<file path="src/rtl/dadda_pkg.sv">
// dadda_pkg: sizing helpers shared by the pipelined Dadda multiplier
package dadda_pkg;
  function automatic int prod_w(int width);
    return 2 * width;
  endfunction
  function automatic int dadda_height(int j);
    int d = 2;
    for (int i = 1; i < j; i++) d = d * 3 / 2;
    return d;
  endfunction
  function automatic int dadda_layers(int width);
    int l = 0;
    while (dadda_height(l + 1) < width + 1) l++;
    return l;
  endfunction
  function automatic int stage_boundary(int k, int stages, int layers);
    return (2 * k * layers + stages) / (2 * stages);
  endfunction
  function automatic int regs_after(int p, int stages, int layers);
    int n = 0;
    for (int k = 1; k < stages; k++) n += (stage_boundary(k, stages, layers) == p) ? 1 : 0;
    return n;
  endfunction
endpackage

</file>
<file path="src/rtl/dadda_layer.sv">
// dadda_layer: one full-adder reduction layer taking h rows down to t rows
module dadda_layer #(
  parameter int H = 3,
  parameter int T = 2,
  parameter int PW = 8
) (
  input  logic [H-1:0][PW-1:0] rows_in,
  output logic [T-1:0][PW-1:0] rows_out
);
  localparam int F = H - T;
  logic [PW-2:0][F-1:0] cy;
  for (genvar c = 0; c < PW; c++) begin : g_c
    logic [H+F-1:0] v;
    for (genvar r = 0; r < H; r++) begin : g_r
      assign v[r] = rows_in[r][c];
    end
    if (c == 0) begin : g_lsb
      assign v[H+F-1:H] = '0;
    end else begin : g_cin
      assign v[H+F-1:H] = cy[c-1];
    end
    for (genvar k = 0; k < F; k++) begin : g_fa
      assign rows_out[k][c] = ^v[3*k +: 3];
      if (c < PW - 1) begin : g_co
        assign cy[c][k] = (v[3*k] & v[3*k+1]) | (v[3*k+2] & (v[3*k] ^ v[3*k+1]));
      end
    end
    for (genvar p = 0; p < T - F; p++) begin : g_pass
      assign rows_out[F+p][c] = v[3*F+p];
    end
  end
endmodule

</file>
<file path="src/rtl/dadda_pipe_mult.sv">
// dadda_pipe_mult: pipelined Baugh-Wooley/Dadda multiplier with valid/ready streaming
module dadda_pipe_mult
  import dadda_pkg::*;
#(
  parameter int WIDTH = 11,
  parameter int STAGES = 3,
  parameter bit SIGNED_EN = 1
) (
  input  logic                       clk,
  input  logic                       rst,
  input  logic                       in_valid,
  output logic                       in_ready,
  input  logic [WIDTH-1:0]           a,
  input  logic [WIDTH-1:0]           b,
  input  logic                       is_signed,
  output logic                       out_valid,
  input  logic                       out_ready,
  output logic [prod_w(WIDTH)-1:0]   y
);
  localparam int PW = prod_w(WIDTH);
  localparam int L = dadda_layers(WIDTH);
  localparam int H0 = WIDTH + 1;
  logic en, sg;
  logic [L:0] vd;
  logic [H0-1:0][PW-1:0] pp;
  logic [PW-1:0] sum;
  assign en = !out_valid || out_ready;
  assign in_ready = en;
  assign vd[0] = in_valid;
  assign sg = SIGNED_EN && is_signed;
  // partial products; signed mode inverts the mixed MSB terms and adds the correction row
  always_comb begin
    pp = '0;
    for (int i = 0; i < WIDTH; i++)
      for (int j = 0; j < WIDTH; j++)
        pp[i][i+j] = (a[j] & b[i]) ^ (sg && ((i == WIDTH - 1) != (j == WIDTH - 1)));
    pp[H0-1] = sg ? {1'b1, {(WIDTH-2){1'b0}}, 1'b1, {WIDTH{1'b0}}} : '0;
  end
  for (genvar l = 0; l < L; l++) begin : g_l
    localparam int HI = l == 0 ? H0 : dadda_height(L - l + 1);
    localparam int HO = dadda_height(L - l);
    localparam int N = regs_after(l + 1, STAGES, L);
    logic [HI-1:0][PW-1:0] din;
    logic [HO-1:0][PW-1:0] lo, q;
    if (l == 0) begin : g_first
      assign din = pp;
    end else begin : g_next
      assign din = g_l[l-1].q;
    end
    dadda_layer #(.H(HI), .T(HO), .PW(PW)) u_layer (.rows_in(din), .rows_out(lo));
    if (N == 0) begin : g_wire
      assign q = lo;
      assign vd[l+1] = vd[l];
    end else begin : g_reg
      localparam int DW = N * HO * PW;
      logic [N-1:0][HO-1:0][PW-1:0] dr;
      logic [N-1:0] vr;
      // shift the layer result through this boundary's registers while the pipe moves
      always_ff @(posedge clk) begin
        if (rst) vr <= '0;
        else if (en) begin
          vr <= N'({vr, vd[l]});
          dr <= DW'({dr, lo});
        end
      end
      assign q = dr[N-1];
      assign vd[l+1] = vr[N-1];
    end
  end
  assign sum = g_l[L-1].q[0] + g_l[L-1].q[1];
  // final boundary registers the carry-propagate result and holds it while stalled
  always_ff @(posedge clk) begin
    if (rst) begin
      out_valid <= 1'b0;
      y <= '0;
    end else if (en) begin
      out_valid <= vd[L];
      y <= vd[L] ? sum : y;
    end
  end
endmodule
</file>
<file path="config.mk">
export PLATFORM = sky130hd
export DESIGN_NAME = dadda_pipe_mult
export DESIGN_NICKNAME = d
export VERILOG_FILES = /design/src/rtl/dadda_pkg.sv /design/src/rtl/dadda_layer.sv /design/src/rtl/dadda_pipe_mult.sv
export SDC_FILE = /design/constraint.sdc
export NUM_CORES = 1
export LEC_CHECK = 0
export CORE_MARGIN = 3
export CORE_UTILIZATION = 30
export CTS_CLUSTER_DIAMETER = 30
export DETAILED_ROUTE_END_ITERATION = 12
export GPL_TIMING_DRIVEN = 1
export PLACE_DENSITY = 0.55
export SYNTH_ARGS = -nofsm -noshare
export SYNTH_HDL_FRONTEND = slang
export SYNTH_SLANG_ARGS = --single-unit
</file>
<file path="constraint.sdc">
create_clock -name clk -period 10.9 [get_ports clk]
set_input_delay 2.18 -clock clk [delete_from_list [all_inputs] [get_ports clk]]
set_output_delay 2.18 -clock clk [all_outputs]
set_load 0.01 [all_outputs]
</file>
==> results of run 1 <==
-- layout by cell type, fill, tap and decap left out, types with 6 or more instances in the layout --
| cell | instances |
|---|---|
| dfxtp_1 | 25 |
| and2_1 | 82 |
| a21oi_1 | 33 |
| nand3_1 | 9 |
| ha_1 | 63 |
| fa_1 | 83 |
| clkdlybuf4s50_1 | 50 |
| o21ai_0 | 6 |
| edfxtp_1 | 150 |
| clkbuf_16 | 17 |
| inv_1 | 135 |
| nor3b_1 | 6 |
| nand2_1 | 83 |
| xnor2_1 | 22 |
| xor2_1 | 8 |
| a21o_1 | 6 |
-- synth_stat cells (2+ instances only) --
master      n
and3_1      2
o21ai_2     2
xnor2_1    22
buf_2       5
nor3b_1     6
o211ai_1    4
ha_1       63
inv_1     135
a211oi_2    2
a2111o_1    2
nor2_1      6
nand2_1    83
nand2b_1    2
clkbuf_1   27
a21oi_1    33
xor2_1      8
dfxtp_1    25
o211ai_2    3
a41oi_1     2
nand3_1     9
and2_1     82
nor3_1      3
o21ai_0     6
a21o_1      6
a22o_1      2
edfxtp_1  150
fa_1       83
-- how the worst max path moves through the flow --
stage                    from            endpoint  cells past startpoint  slack (ps)
floorplan                 rst  g_l[1].g_reg.dr[0]                      3        1400
global placement    out_ready            in_ready                      4        5200
detailed placement  out_ready            in_ready                      4        5200
CTS                 out_ready            in_ready                      4        5200
global route        out_ready            in_ready                      4        5140
finish              out_ready            in_ready                      4        5210
-- per-stage QoR --
stage	std cells	power [mW]	hold slack, ps	area (µm²)
after floorplan	793	1.484	400.3	9906
after global placement	1246	1.692	401.8	10840
after detailed placement	1246	1.703	404.5	10840
after CTS	1278	2.363	420.0	11480
after global routing	1278	2.501	424.7	11480
final	1278	2.324	418.4	11480
-- logic make-up (layout without fill, tap and decap cells) --
group | Yosys count | after routing | share of synthesized area, %
and+or+nand+nor | 199 | 199 | 10.33
xor gates and xnor gates | 30 | 30 | 2.652
buffers and inverters | 169 | 219 | 6.543
adders and majority gates | 146 | 146 | 24.73
DFF | 175 | 175 | 50.52
AOI/OAI and AO/OA | 74 | 74 | 5.217
-- routing by layer --
layer	wire, µm	track usage, %	vias to the layer above
met1	8731	15.27	2689
li1	-	-	2659
met2	8697	17.50	103
met5	0	0	-
met3	910	2.860	28
met4	361	4.185	0
-- where the power goes --
part	switching, mW	internal [mW]	total, mW
logic	0.483	0.329	0.812
registers	0.0309	0.835	0.866
clock network	0.259	0.388	0.646
-- layout make-up --
cell class / instances / area [µm²]
fillers: 3141 / 20570
flip-flops and latches: 175 / 5005
multi-input cells: 449 / 4260
well taps: 435 / 544.3
repair buffers: 52 / 528.0
inverters: 135 / 506.7
clock buffers: 17 / 425.4
clock inverters: 15 / 206.4
-- state kept, by name, indices dropped and copies added, names as in the netlist --
name / count
y: 22
out_valid: 1
g_l.g_reg.dr: 150
g_l.g_reg.vr: 2
==> metrics.cfg, run 1 <==
[synthesis]
netlist_instances=793
ys_seq_area_share_pct=50.52
netlist_top_cells_area=edfxtp_1 (45%), fa_1 (17%), ha_1 (8.0%)
syn-mean-instance-area_um2=12.49
yosysWarnings=0
yosysTopAreaCell=edfxtp_1
synth_fp_nets=966
synth_edf_count=150
synthArstFlopShare_pct=0
syn_area_um2=9906
netlist.area_leader.share_pct=45.47
synth_flop_cell=edfxtp_1
synth.distinct_cells=47
ys_ff_latch=175

[pwr]
peakVddDrop_mv=0.09213
leakage_nw=4.768
powerDensity_nw_per_um2=202.6

[min_path]
hp-class=reg -> reg
hold_end=g_l[2].g_reg.dr[41]
min_from=g_l[1].g_reg.dr[107]
hold_path_depth=0

[clocking]
cts_buffer_depth=2
cts.htree.levels=4
root_buffer=clkbuf_16
insertion_delay_ps=420
post-cts-setup-buffer-count=0
ctsResizeCount=0
cts_made_buffers=17
tritoncts=built
cts_hold_buf=0
cts_sinks=175
clkTransAtPathRegs_ps=70

[outcome]
status=completed

[finish]
antenna_cells=0
post_route_cells_drive_above_1_share_pct=5.338
utilization_pct=35.81
fin_nets=1003
syn_to_final_growth_pct=15.85

[setup_path]
cp_data_arrival_time_ps=3510
cpLargestDelayFamily=buffers and inverters
slowest_stage=clkdlybuf4s50_1
timing.rr.end=y[17]
crit_chain=clkdlybuf4s50_1 -> nor2b_2 -> inv_1 -> clkdlybuf4s50_1
rr_startpoint=g_l[2].g_reg.dr[54]
slowest_delay_ps=500
r2r_slack_ps=7780
critPathKind=in -> out
required_ps=8720
r2r_cells=10
crit_buf_inv=3
endpoint_kind=output pin
crit_fanout=6
crit_top_cell=clkdlybuf4s50_1
startpoint_type=primary input

[sta]
timing.setup.tns_ps=0
hold_viol=0
setup_violations=0
post-route-min-period_ps=5689
timing.fmax_mhz=175.8
tightest_slew_ps=1193
rsz0062_at_grt=no
finClkSkew_ps=8.670
fin_crit_sh_pct=52.20
relSlewSlack_pct=20.16
drv_slew=0
fin_ws_ps=5211

[die]
dieWidth_um=187.7
dieArea_um2=35240
pin_count=51
start_util_pct=30.91
core_area_um2=32040
num_rows=65
die_height_um=187.7

[global_route]
grt_max_degree=151
grt_overflow=0
grt_pass1_vias=5741
grt_pass1_wl_um=31320
antenna_found_initial=0
grt_usage_pct=11.27

[detailed_routing]
vias_per_cell=4.287
ant_nets=0
vias=5479
first_pass_iters=5
post-route-drc-count=0
wire_per_inst_um=14.63
wl_um=18700
drtIter0Drc=305

[run]
max-cap-violations=0

[placement]
gp_congestion=0.7554
hpwl_um=13350
dp_worst_setup_slack_ps=5203
portBuffers=50

Note: power is estimated with default switching activity, not from simulation.
==> run 2: changes to the inputs <==
- clock period: 10.9 -> 6 ns (I/O delays scaled with it)
==> run 2 against run 1 <==
Net effect: hold slack gained 1.3 ps; worst setup slack lost 2900 ps; sequential share of layout area shrank 0.29 points; critical path depth is the same; global-route usage shrank 0.17 points; highest routed layer unchanged; largest power group unchanged; clock skew grew 1.4 ps; cell count grew 0.55%; clock-buffer cell count grew 1; routed wire length grew 1.7%; die area is the same; utilization grew 0.24 points.
==> metrics.cfg, run 2 (same netlist as run 1, synthesis figures left out) <==
[detailed_routing]
wl_um=19030
vias_per_cell=4.282
drtIter0Drc=331
first_pass_iters=4
vias=5503
wire_per_inst_um=14.81
ant_nets=0
post-route-drc-count=0

[finish]
largest_reg_flops=150
seq_area_um2=5005
final_common_cell=edfxtp_1
post_route_cells_drive_above_1_share_pct=6.118
finalInstanceArea_um2=11550
syn_to_final_growth_pct=16.64
reg_top3=g_l.g_reg.dr x150, y x22, g_l.g_reg.vr x2
fill_cells=3132
antenna_cells=0
fin_nets=1010
multi_input_area_um2=4260
top_register=g_l.g_reg.dr
layout_common_cells=edfxtp_1 (150), inv_1 (135), nand2_1 (83), fa_1 (83), and2_1 (82)

[min_path]
hp-class=reg -> reg

[setup_path]
crit_chain=clkdlybuf4s50_1 -> nor2b_2 -> inv_1 -> clkdlybuf4s50_1
crit_fanout=6
required_ps=4800
critPathKind=in -> out
slowest_stage=clkdlybuf4s50_1
cp_data_arrival_time_ps=2530
endpoint_kind=output pin
crit_top_cell=clkdlybuf4s50_1
slowest_delay_ps=500
startpoint_type=primary input

[sta]
relSlewSlack_pct=21.61
setup_violations=0
timing.fmax_mhz=267.8
fin_ws_ps=2266
timing.setup.tns_ps=0
post-route-min-period_ps=3734
rsz0062_at_grt=no
drv_slew=0
tightest_slew_ps=1171
finClkSkew_ps=10.08
fin_crit_sh_pct=62.23
hold_viol=0

[placement]
portBuffers=50
gp_congestion=0.7618
hpwl_um=13680
place_area_um2=10900
dp_worst_setup_slack_ps=2275

[pwr]
peakVddDrop_mv=0.1710
leakage_nw=4.813
total_power_mw=4.286
powerDensity_nw_per_um2=371.0

[clocking]
cts_made_buffers=17
cts_hold_buf=0
clkTransAtPathRegs_ps=60
root_buffer=clkbuf_16
cts_sinks=175
insertion_delay_ps=420
cts.htree.levels=4
post-cts-setup-buffer-count=0
ctsResizeCount=0
tritoncts=built
cts_buffer_depth=2

[die]
pin_count=51
core_area_um2=32040
num_rows=65
die_height_um=187.7
dieArea_um2=35240
start_util_pct=30.91
dieWidth_um=187.7

[global_route]
grt_overflow=0
grt_usage_pct=11.10
grt_max_degree=47
antenna_found_initial=0
grt_pass1_wl_um=30840
grt_pass1_vias=5684

[run]
max-cap-violations=0

[outcome]
status=completed

run 2: cell count changes in the layout (fill, tap and decap cells not counted), sizes merged:
cell      previous run  this run
bufinv               4         5
clkinvlp             2         1
buf                  2         9
clkinv               4         3
clkbuf              17        18
run 2: layout make-up:
cell class	instances	area share (%)
timing repair buffer	59	5.025
sequential	175	43.32
inverter	135	4.386
clock inverter	14	1.971
tap	435	4.711
clock buffer	18	3.715
multi-input combinational	449	36.87
run 2: worst max-delay path: cells and delay by family:
| family | cells | cell delay, ps |
|---|---|---|
| buffers and inverters | 3 | 1060 |
| AND/OR/NAND/NOR | 1 | 270 |
run 2: path summary, 6_finish.rpt:
| check | startpoint | cells after the start | endpoint | slack [ps] |
|---|---|---|---|---|
| min reg2reg | g_l[1].g_reg.dr[43] | 0 | g_l[2].g_reg.dr[21] | 420 |
| max reg2reg | g_l[2].g_reg.dr[17] | 10 | y[19] | 2820 |
| min | g_l[1].g_reg.dr[43] | 0 | g_l[2].g_reg.dr[21] | 420 |
| max | out_ready | 4 | in_ready | 2270 |
run 2: per-layer routing:
metal	track usage, %	up-vias	wire length, µm	part of all wire (%)
li1	-	2667	-	-
met1	15.38	2698	9436	50
met2	17.48	118	8526	45
met3	2.617	20	800	4.2
met4	3.117	0	263	1.4
met5	0	-	0	0
run 2: stage by stage:
stage	utilization (%)	instances	hold WS, ps
floorplan	-	793	400.3
global placement	34.01	1253	401.9
detailed placement	34.01	1253	404.5
CTS	36.06	1285	420.9
global route	36.06	1285	431.1
finish	36.06	1285	419.7
run 2: report_power, final:
| part | total (mW) | internal [mW] | switching [mW] | leakage (nW) |
|---|---|---|---|---|
| logic | 1.49 | 0.603 | 0.891 | 2.80 |
| clock network | 1.22 | 0.748 | 0.472 | 0.316 |
| registers | 1.57 | 1.52 | 0.0562 | 1.70 |
==> run 3: changes to the inputs <==
- PLACE_DENSITY: 0.55 -> 0.56
- clock period: 6 -> 3.2 ns (I/O delays scaled with it)
==> run 3 against run 2 <==
Net effect: final area up 1.9%; critical path depth up 7; largest cell class unchanged; register-to-register slack worse by 2700 ps; hold slack worse by 4.8 ps; die area unchanged; routed wire length up 0.73%; critical path type is now reg -> reg.
==> metrics.cfg, run 3 (same netlist as run 1, synthesis figures left out) <==
[sta]
setup_violations=0
timing.hold.ws_ps=414.9
relSlewSlack_pct=58.07
rsz0062_at_grt=yes
fin_crit_sh_pct=94.73
hold_viol=0
drv_slew=0
tightest_slew_ps=626.9
post-route-min-period_ps=3031
fin_ws_ps=168.6
timing.fmax_mhz=329.9
finClkSkew_ps=11.26

[clocking]
insertion_delay_ps=440
post-cts-setup-buffer-count=0
cts_sinks=175
cts_hold_buf=0
cts_buffer_depth=2
root_buffer=clkbuf_16
cts.htree.levels=4
clkTransAtPathRegs_ps=70
cts_made_buffers=17
tritoncts=built

[detailed_routing]
post-route-drc-count=0
vias=5580
first_pass_iters=4
drtIter0Drc=313
ant_nets=0
wl_um=19160
wire_per_inst_um=14.69
vias_per_cell=4.276

[finish]
largest_reg_flops=150
antenna_cells=0
syn_to_final_growth_pct=18.87
fin_nets=1030
post_route_cells_drive_above_1_share_pct=9.310
utilization_pct=36.75
fill_cells=3129
reg_top3=g_l.g_reg.dr x150, y x22, g_l.g_reg.vr x2
multi_input_area_um2=4329
top_register=g_l.g_reg.dr
layout_common_cells=edfxtp_1 (150), inv_1 (135), nand2_1 (83), fa_1 (83), and2_1 (82)
final_common_cell=edfxtp_1
seq_area_um2=5005

[run]
max-cap-violations=0

[placement]
hpwl_um=14850
gp_congestion=0.8405
dp_worst_setup_slack_ps=132.2
portBuffers=50

[die]
num_rows=65
pin_count=51
die_height_um=187.7
dieWidth_um=187.7
core_area_um2=32040
start_util_pct=30.91
dieArea_um2=35240

[global_route]
grt_max_degree=29
grt_overflow=0
antenna_found_initial=0
grt_pass1_wl_um=32780
grt_usage_pct=11.66
grt_pass1_vias=6052

[setup_path]
startpoint_type=register
cp_data_arrival_time_ps=3350
crit_fanout=3
critPathKind=reg -> reg
required_ps=3520
endpoint_kind=register

[min_path]
hp-class=reg -> reg

[pwr]
leakage_nw=4.896
peakVddDrop_mv=0.3579
powerDensity_nw_per_um2=675.6

[outcome]
status=completed

==> run 3: area by class of cell <==
cell class	count	area share, %
inverter	135	4.303
clock buffer	19	3.677
tap	435	4.622
timing repair buffer	79	6.843
sequential	175	42.50
multi-input combinational	449	36.77
clock inverter	13	1.286
==> run 3: path summary, 6_finish.rpt <==
check                            from  cells past startpoint  slack [ps]                  end
hold / removal    g_l[1].g_reg.dr[43]                      0         410  g_l[2].g_reg.dr[21]
hold reg to reg   g_l[1].g_reg.dr[43]                      0         410  g_l[2].g_reg.dr[21]
setup / recovery   g_l[2].g_reg.dr[5]                     11         170                y[19]
setup reg to reg   g_l[2].g_reg.dr[5]                     11         170                y[19]
==> run 3: what timing repair did <==
action                                  4_1_cts  5_1_grt
gates resized for setup                       0       13
endpoints found under the setup margin        0        4
hold endpoints to repair                      0        0
==> run 3: metrics by stage <==
stage | TNS, ps | total power [mW] | instances | cell area, µm²
floorplan | -53060 | 5.045 | 793 | 9945
global placement | 0 | 5.801 | 1273 | 11120
global route | -17.13 | 8.566 | 1305 | 11780
finish | 0 | 7.955 | 1305 | 11780
detailed placement | 0 | 5.824 | 1273 | 11120
CTS | 0 | 7.917 | 1305 | 11710
==> run 3: power by group <==
group          switching (mW)  internal, mW
Sequential              0.108          2.84
Clock                   0.903          1.17
Combinational            1.71          1.23
Total                    2.72          5.24
==> run 3: critical path: stages (launching register included) <==
cell and delay [ps]:
edfxtp_1 320, inv_1 50, fa_1 520, inv_1 40
ha_1 260, ha_1 230, fa_1 470, a211oi_4 280
o21ai_2 100, a41oi_2 260, a2111oi_4 110, a311o_1 280
==> run 3: per-layer routing <==
metal,up-vias,GRT usage [%],share of wire (%)
li1,2711,-,-
met1,2756,16.09,49
met2,92,18.34,46
met3,21,2.711,4.0
met4,0,3.521,1.5
met5,-,0,0
